===== src/rtl/mem_arbiter_pkg.sv =====
// Shared encodings for the two-port memory arbiter.
// rw flags, port indices, FSM states.
package mem_arbiter_pkg;

   localparam logic [1:0] MEM_NOP   = 2'b00;
   localparam logic [1:0] MEM_READ  = 2'b01;
   localparam logic [1:0] MEM_WRITE = 2'b10;

   localparam logic PORT_IF   = 1'b0;
   localparam logic PORT_DATA = 1'b1;

   typedef enum logic [1:0] {
      ST_IDLE  = 2'd0,
      ST_ISSUE = 2'd1,
      ST_WAIT  = 2'd2,
      ST_DONE  = 2'd3
   } arb_state_t;

   function automatic logic is_req(input logic [1:0] flag);
      return (flag == MEM_READ) || (flag == MEM_WRITE);
   endfunction

endpackage


===== src/rtl/mem_arb_select.sv =====
// Owner pick for the memory arbiter: data port wins,
// except when the fetch port has been starved too long.
module mem_arb_select
   import mem_arbiter_pkg::*;
#(
   parameter int STARVE_LIMIT = 4
) (
   input  logic       clk,
   input  logic       rst,
   input  logic       idle,
   input  logic       grant,
   input  logic [1:0] req_v,
   output logic       owner
);

   localparam int CNT_W = $clog2(STARVE_LIMIT + 1);
   localparam logic [CNT_W-1:0] LIMIT = CNT_W'(STARVE_LIMIT);

   logic [CNT_W-1:0] starve_cnt;

   // Data port wins unless fetch is pending and has hit the limit.
   always_comb begin
      owner = PORT_IF;
      if (req_v[PORT_DATA] &&
          !(req_v[PORT_IF] && starve_cnt == LIMIT))
         owner = PORT_DATA;
   end

   // Count data grants that deferred a pending fetch.
   always_ff @(posedge clk) begin
      if (rst) begin
         starve_cnt <= '0;
      end else if (grant) begin
         if (owner == PORT_IF || !req_v[PORT_IF])
            starve_cnt <= '0;
         else if (starve_cnt != LIMIT)
            starve_cnt <= starve_cnt + 1'b1;
      end else if (idle && !req_v[PORT_IF]) begin
         starve_cnt <= '0;
      end
   end

endmodule


===== src/rtl/mem_arbiter.sv =====
// Two-port arbiter in front of one memory-controller channel.
// Latches one request, drives the controller, routes completion.
module mem_arbiter
   import mem_arbiter_pkg::*;
#(
   parameter int ADDR_W       = 32,
   parameter int DATA_W       = 32,
   parameter int MASK_W       = 4,
   parameter int STARVE_LIMIT = 4
) (
   input  logic                clk,
   input  logic                rst,
   input  logic [3:0]          req_rw_flag_i,
   input  logic [2*ADDR_W-1:0] req_addr_i,
   input  logic [2*DATA_W-1:0] req_w_data_i,
   input  logic [2*MASK_W-1:0] req_w_mask_i,
   output logic [DATA_W-1:0]   req_r_data_o,
   output logic [1:0]          req_done_o,
   output logic [1:0]          req_busy_o,
   output logic [1:0]          mem_rw_flag_o,
   output logic [ADDR_W-1:0]   mem_addr_o,
   output logic [DATA_W-1:0]   mem_w_data_o,
   output logic [MASK_W-1:0]   mem_w_mask_o,
   input  logic [DATA_W-1:0]   mem_r_data_i,
   input  logic                mem_busy_i,
   input  logic                mem_done_i
);

   arb_state_t state, state_d;
   logic [1:0] req_v;
   logic       grant;
   logic       pick;
   logic       owner;
   logic [1:0] lat_rw;
   logic [1:0] pick_rw;

   assign req_v[0] = is_req(req_rw_flag_i[1:0]);
   assign req_v[1] = is_req(req_rw_flag_i[3:2]);
   assign pick_rw  = pick ? req_rw_flag_i[3:2]
                          : req_rw_flag_i[1:0];

   mem_arb_select #(
      .STARVE_LIMIT (STARVE_LIMIT)
   ) u_sel (
      .clk   (clk),
      .rst   (rst),
      .idle  (state == ST_IDLE),
      .grant (grant),
      .req_v (req_v),
      .owner (pick)
   );

   // Next-state logic; grant only from IDLE.
   always_comb begin
      state_d = state;
      grant   = 1'b0;
      unique case (state)
         ST_IDLE: begin
            if (|req_v) begin
               grant   = 1'b1;
               state_d = ST_ISSUE;
            end
         end
         ST_ISSUE: begin
            if (mem_done_i)
               state_d = ST_DONE;
            else if (mem_busy_i)
               state_d = ST_WAIT;
         end
         ST_WAIT: begin
            if (mem_done_i)
               state_d = ST_DONE;
         end
         ST_DONE: state_d = ST_IDLE;
         default: state_d = ST_IDLE;
      endcase
   end

   // State, request latch and registered outputs.
   always_ff @(posedge clk) begin
      if (rst) begin
         state         <= ST_IDLE;
         owner         <= PORT_IF;
         lat_rw        <= MEM_NOP;
         mem_rw_flag_o <= MEM_NOP;
         mem_addr_o    <= '0;
         mem_w_data_o  <= '0;
         mem_w_mask_o  <= '0;
         req_r_data_o  <= '0;
         req_done_o    <= '0;
         req_busy_o    <= '0;
      end else begin
         state      <= state_d;
         req_done_o <= '0;
         unique case (state)
            ST_IDLE: begin
               if (grant) begin
                  owner         <= pick;
                  lat_rw        <= pick_rw;
                  mem_rw_flag_o <= pick_rw;
                  mem_addr_o    <= pick ?
                     req_addr_i[2*ADDR_W-1:ADDR_W] :
                     req_addr_i[ADDR_W-1:0];
                  mem_w_data_o  <= pick ?
                     req_w_data_i[2*DATA_W-1:DATA_W] :
                     req_w_data_i[DATA_W-1:0];
                  mem_w_mask_o  <= pick ?
                     req_w_mask_i[2*MASK_W-1:MASK_W] :
                     req_w_mask_i[MASK_W-1:0];
                  req_busy_o    <= pick ? 2'b10 : 2'b01;
               end
            end
            ST_ISSUE, ST_WAIT: begin
               if (mem_done_i || mem_busy_i)
                  mem_rw_flag_o <= MEM_NOP;
               if (mem_done_i) begin
                  req_done_o[owner] <= 1'b1;
                  if (lat_rw == MEM_READ)
                     req_r_data_o <= mem_r_data_i;
               end
            end
            ST_DONE: begin
               req_busy_o <= '0;
            end
            default: ;
         endcase
      end
   end

endmodule


===== config.mk =====
export PLATFORM = sky130hd
export DESIGN_NAME = mem_arbiter
export DESIGN_NICKNAME = d
export VERILOG_FILES = /design/src/rtl/mem_arbiter_pkg.sv /design/src/rtl/mem_arb_select.sv /design/src/rtl/mem_arbiter.sv
export SDC_FILE = /design/constraint.sdc
export NUM_CORES = 1
export LEC_CHECK = 0
export CAP_MARGIN = 20
export CORE_MARGIN = 2
export CORE_UTILIZATION = 38
export DETAILED_ROUTE_END_ITERATION = 8
export PLACE_DENSITY = 0.83
export SYNTH_ARGS = -nofsm -noshare
export SYNTH_HDL_FRONTEND = slang
export SYNTH_SLANG_ARGS = --single-unit

===== constraint.sdc =====
create_clock -name clk -period 2.04 [get_ports clk]
set_input_delay 0.204 -clock clk [delete_from_list [all_inputs] [get_ports clk]]
set_output_delay 0.204 -clock clk [all_outputs]
set_load 0.02 [all_outputs]

[Word level (Yosys, flattened, before mapping)]
Cells that the tools add are included.
Cells by class
  $add $sub $neg: 1
  multipliers: 0
  div/mod/pow operators: 0
  magnitude comparators: 2
  equal/unequal tests: 16
  shift operators: 0
  multiplexer cells: 24
  bitwise gates (word level): 3
  reduce and logical (&&, ||, !) cells: 23
Operators by type and width (count)
  $mux W32: 2
  $mux W2: 9
  $mux W3: 4
  $reduce_and A3 Y1: 3
  $eq A2 B1 Y1 const B: 4
  $eq A2 B2 Y1 const B: 4
  $ne A2 B2 Y1 const B: 4
  $pmux W2 S2: 2
  $pmux W2 S4: 1
  $ne A3 B3 Y1 const B: 2
  $reduce_and A2 Y1: 3
  $reduce_bool A2 Y1: 3
  $logic_and A1 B1 Y1: 4
  $logic_or A1 B1 Y1: 4
  $mux W1: 4
  $mux W4: 1
  $reduce_or A2 Y1: 2
  $add A3 B1 Y3 const B: 1
  $eq A3 B3 Y1 const B: 1
  $ne A3 B1 Y1 const B: 1
  $not A1 Y1: 3
  $reduce_or A3 Y1: 1
  $logic_not A1 Y1: 2
  $logic_not A2 Y1: 1
  other kinds (3): 3
Word-level totals
  register bits: 114
  latch bits: 0
  RAM bits: 0
  memory bits (read-only): 0
  output and inout port bits: 106
  logic and storage cells: 80
  memories kept: 0

[Logic depth before layout (Yosys ltp)]
  word-level depth: 10
  gate-level depth with buffers: 8
  mapped depth without buffers: 6

[Cells and area by module]
A second synthesis with hierarchy kept.
Second synthesis, totals
  cell total of the unflattened synthesis: 528
  area, all modules: 5241.3 um^2
Modules (own cells, without submodules)
  mem_arbiter: times used 1, cells an instance 504, area each 5036.1 um^2, seq. area each 2222.1 um^2
  mem_arb_select: times used 1, cells an instance 24, area each 205.2 um^2, seq. area each 60.1 um^2

[Least setup slack after synthesis]
No wires, ideal clock.
  kind: reg-to-reg
  start: register state[0]
  end: register req_r_data_o[26]
  arrival: 1.624 ns
  required time: 1.970 ns
  setup slack: 0.345 ns
  cell stages (with the launch flop): 8
  buffers on the path: 1
  period minus slack after synthesis: 1.695 ns
  cells stage by stage: dfxtp_1 -> inv_1 -> ha_1 -> nand2_1 -> nor3b_1 -> buf_2 -> nand2_1 -> a21oi_1
On the way
  longest elaborated chain between the ends: 3
Ends and longest elaborated chain
  start, declared: line mem_arbiter.sv:29  | arb_state_t state, state_d;
  start signal, assigned: line mem_arbiter.sv:93  | state <= state_d;
  $eq A2 B1 Y1 or $eq A2 B2 Y1 (tied branches): line mem_arbiter.sv:95  | unique case (state)
  $reduce_or A2 Y1 *: line mem_arbiter.sv:95
  $reduce_and A3 Y1 (no source line) *
  end signal, assigned: line mem_arbiter.sv:119  | req_r_data_o <= mem_r_data_i;
  end, declared: line mem_arbiter.sv:17  | output logic [DATA_W-1:0] req_r_data_o,
Mark *: on every way between the ends. The rest lies on a longest branch, timed or not.
A chain may end at the register's enable or synchronous reset.

[Worst setup path in the final report]
  start: register state[0]
  end: register mem_addr_o[31]
On the way
  longest elaborated chain between the ends: 3
Ends and longest elaborated chain
  $logic_not A2 Y1 *: line mem_arbiter.sv:57, mem_arbiter.sv:95
  $mux W1: line mem_arbiter.sv:57  | unique case (state)
  $reduce_and A2 Y1 (no source line) *
  end signal, assigned: line mem_arbiter.sv:101  | mem_addr_o <= pick ?
  end, declared: line mem_arbiter.sv:21  | output logic [ADDR_W-1:0] mem_addr_o,
Marked as above.

==> key figures <==
Status
  – Status: finished clean

Clock network
  – CTS H-tree depth: 4
  – Clock-pin slew on the worst setup and hold paths: 0.05 ns
  – CTS Buf Count: 17
  – Hold_buf cts: 0
  – CTS sink count: 114
  – Setup Fix Bufs, Post-CTS: 0
  – Insertion delay to the later sink of the worst-skew pair: 0.41 ns
  – Cells resized by post-CTS repair: 0
  – CTS tree: done
  – Root Buffer: clkbuf_16
  – Clk buf depth: 2

Timing
  – Hold Vio Cnt, Final: 0
  – Tcrit/Tclk final: 90.9%
  – Setup violations, final: 0
  – Clk_skew: 0.00440 ns
  – Worst Tran Pin Value: 0.549 ns
  – Setup tns final: 0 ns
  – Final min period: 1.85 ns
  – Rel. slew slack: 63.2%
  – Final Max Tran Viols: 0
  – Fmax: 0.539 GHz
  – Unrepaired setup endpoints after global routing: no

Drt
  – Vias/cell: 5.09
  – Met2 wire len: 8.30 mm
  – Via count: 5,400
  – DRT iter0 DRCs: 307
  – Met3 wire length: 1.76 mm
  – First drt pass iteration count: 4
  – Post-route ant nets: 0
  – DR DRC count: 0
  – WL met1: 6.33 mm
  – WL/cell: 16.0 um
  – Top sig layer: met4
  – Final WL: 17.0 mm

Yosys
  – Yosys warns: 0
  – Most common flop cell mapped by yosys: dfxtp_1
  – Synth cell types: 36
  – Asr flop ratio synth: 0%
  – Syn nets: 795
  – Seq/Total Area, Yosys: 48.4%
  – FF+latch count, synth: 114
  – Synthesized instance count: 612
  – Synthesized area per cell: 7.71 um^2
  – EDFF count, synth: 0
  – Syn Std Cell Area: 0.00472 mm^2

Placement
  – Sum of net half-perimeters after detailed placement: 11.5 mm
  – Port Buf Inserts: 281
  – GP Congestion: 0.826
  – Post-Place Cell Area: 0.00782 mm^2

Power and ir drop
  – Pwr Density: 1230 mW/mm^2
  – Leak: 3.14 nW
  – VDD IR-drop max: 0.736 mV

Floorplanning
  – FP Rows: 40
  – CORE AREA: 0.0121 mm^2
  – Chip height: 115 um
  – I/O pins: 282
  – Die X: 115 um
  – Initial Util: 39.1%
  – Die area: 0.0133 mm^2

Global routing
  – Total GRT Usage: 25.2%
  – Largest net degree at the start of global routing: 54
  – First-pass GRT wire length: 26.1 mm
  – Vias in the first global route: 5,133
  – Global route overflow: 0
  – Initial antenna violation count: 0

Critical path
  – Worst setup endpoint: mem_addr_o[31]
  – Slowest cell on crit path: ha_1
  – Crit path DAT: 2.18 ns
  – CP Depth: 6
  – R2r endpoint: mem_addr_o[31]
  – Critical setup path kind: flop to flop
  – Crit-path leading delay family: compound AO/OA/AOI/OAI gates
  – CP peak stage delay: 0.42 ns
  – Crit-path max FO: 53
  – CP Capture Type: flop
  – R2r worst-path depth: 6
  – CP Data Required Time: 2.37 ns
  – WP buf/inv: 2
  – CP Launch Point: state[0]
  – Worst path cell trace: inv_1 > ha_1 > a21boi_4 > buf_12 > o21ai_1 > a21oi_1
  – R2R Setup Slk: 0.19 ns
  – Worst r2r src: state[0]
  – Setup crit start kind: flop

Flow run
  – Max-cap violations: 0

Final layout
  – FF+latch area: 0.00228 mm^2
  – Nets: 1,063
  – Fin area: 0.00841 mm^2
  – Filler cells: 956
  – Multi-input logic area: 0.00222 mm^2
  – Ant. Diodes: 0
  – Layout area overhead: 78.4%
  – Share of layout cells above drive strength 1: 5.94%

Min path
  – Hold Path Class: primary input to flop
final cells by class:
cell class	count	share of cell area [%]
multi-input cells	440	26.4
inverters	9	0.402
repair buffers	298	36.4
clock buffers	22	5.52
flip-flops and latches	114	27.1
well taps	168	2.50
clock inverters	10	1.58
state kept, by name (all words and copies together) (netlist names):
signal,flops
u_sel.starve_cnt,3
mem_rw_flag_o,2
req_busy_o,2
lat_rw,2
owner,1
state,2
mem_w_mask_o,4
mem_w_data_o,32
req_r_data_o,32
req_done_o,2
mem_addr_o,32
placed cells by master (no fill, tap or decap), types with 4 or more instances in the layout:
cell             synthesis  final
clkdlybuf4s50_1          0    281
a21oi_1                176    176
nand2_1                140    140
dfxtp_1                114    114
o21ai_0                 66     66
clkbuf_16                0     17
buf_12                   0     10
inv_1                    9      8
ha_1                     7      7
buf_4                    2      7
o21ai_1                  7      6
nand2b_1                 6      6
nor2_1                   5      5
clkinv_2                 0      4
cells by family (layout without fill, tap and decap cells):
family	after synthesis	count (layout)	share of synthesized area (%)
AOI/OAI and AO/OA	265	265	29.4
xor gates and xnor gates	4	4	0.743
adders and majority gates	7	7	1.86
buffers and inverters	58	339	5.28
DFF	114	114	48.4
muxes	1	1	0.212
and+or+nand+nor	163	163	14.1
synthesized netlist by cell type (3+ instances only):
library cell  instances  area [um^2]
a21oi_1             176          881
nand2_1             140          526
dfxtp_1             114         2280
o21ai_0              66          330
clkbuf_1             28          105
buf_2                18         90.1
inv_1                 9         33.8
ha_1                  7         87.6
o21ai_1               7         35.0
nand2b_1              6         37.5
nor2_1                5         18.8
o211ai_1              3         22.5
o32ai_1               3         26.3
per-layer routing:
| layer | up-vias | global-route usage (%) |
|---|---|---|
| met2 | 252 | 43.1 |
| met3 | 44 | 10.5 |
| met4 | 0 | 11.9 |
| met1 | 2468 | 26.9 |
| li1 | 2636 | - |
| met5 | - | 0 |
worst min path at each step:
stage | end | cells past startpoint | slack [ns] | start
2_1_floorplan | mem_addr_o[0] | 2 | 0.34 | req_addr_i[0]
3_3_place_gp | req_done_o[0] | 1 | 0.44 | owner
3_5_place_dp | req_done_o[0] | 1 | 0.45 | owner
4_1_cts | mem_w_data_o[26] | 3 | 0.32 | req_w_data_i[26]
5_1_grt | mem_w_data_o[19] | 3 | 0.33 | req_w_data_i[19]
6_report | mem_addr_o[18] | 3 | 0.33 | req_addr_i[18]
power by group:
part | internal [mW] | switching (mW) | leakage, nW
clock | 1.97 | 1.04 | 0.286
combinational | 1.93 | 2.30 | 1.92
sequential | 2.79 | 0.286 | 0.937
total | 6.69 | 3.62 | 3.14
worst min-delay path, cell delays in order:
cell and delay (ns):
clkdlybuf4s50_1 0.39, nand2_1 0.05, a21oi_1 0.05
stage by stage:
| step | instances | worst slack, ns | util (%) | hold slack [ns] | power, mW |
|---|---|---|---|---|---|
| 2_1_floorplan | 612 | 0.345 | - | 0.338 | 5.26 |
| 3_3_place_gp | 1029 | 0.0789 | 64.8 | 0.440 | 7.28 |
| 3_5_place_dp | 1029 | 0.0396 | 64.8 | 0.446 | 7.30 |
| 4_1_cts | 1061 | 0.188 | 69.8 | 0.318 | 10.4 |
| 5_1_grt | 1061 | 0.0719 | 69.8 | 0.326 | 10.9 |
| 6_report | 1061 | 0.186 | 69.8 | 0.335 | 10.3 |
Note: power is estimated with default switching activity, not from simulation.
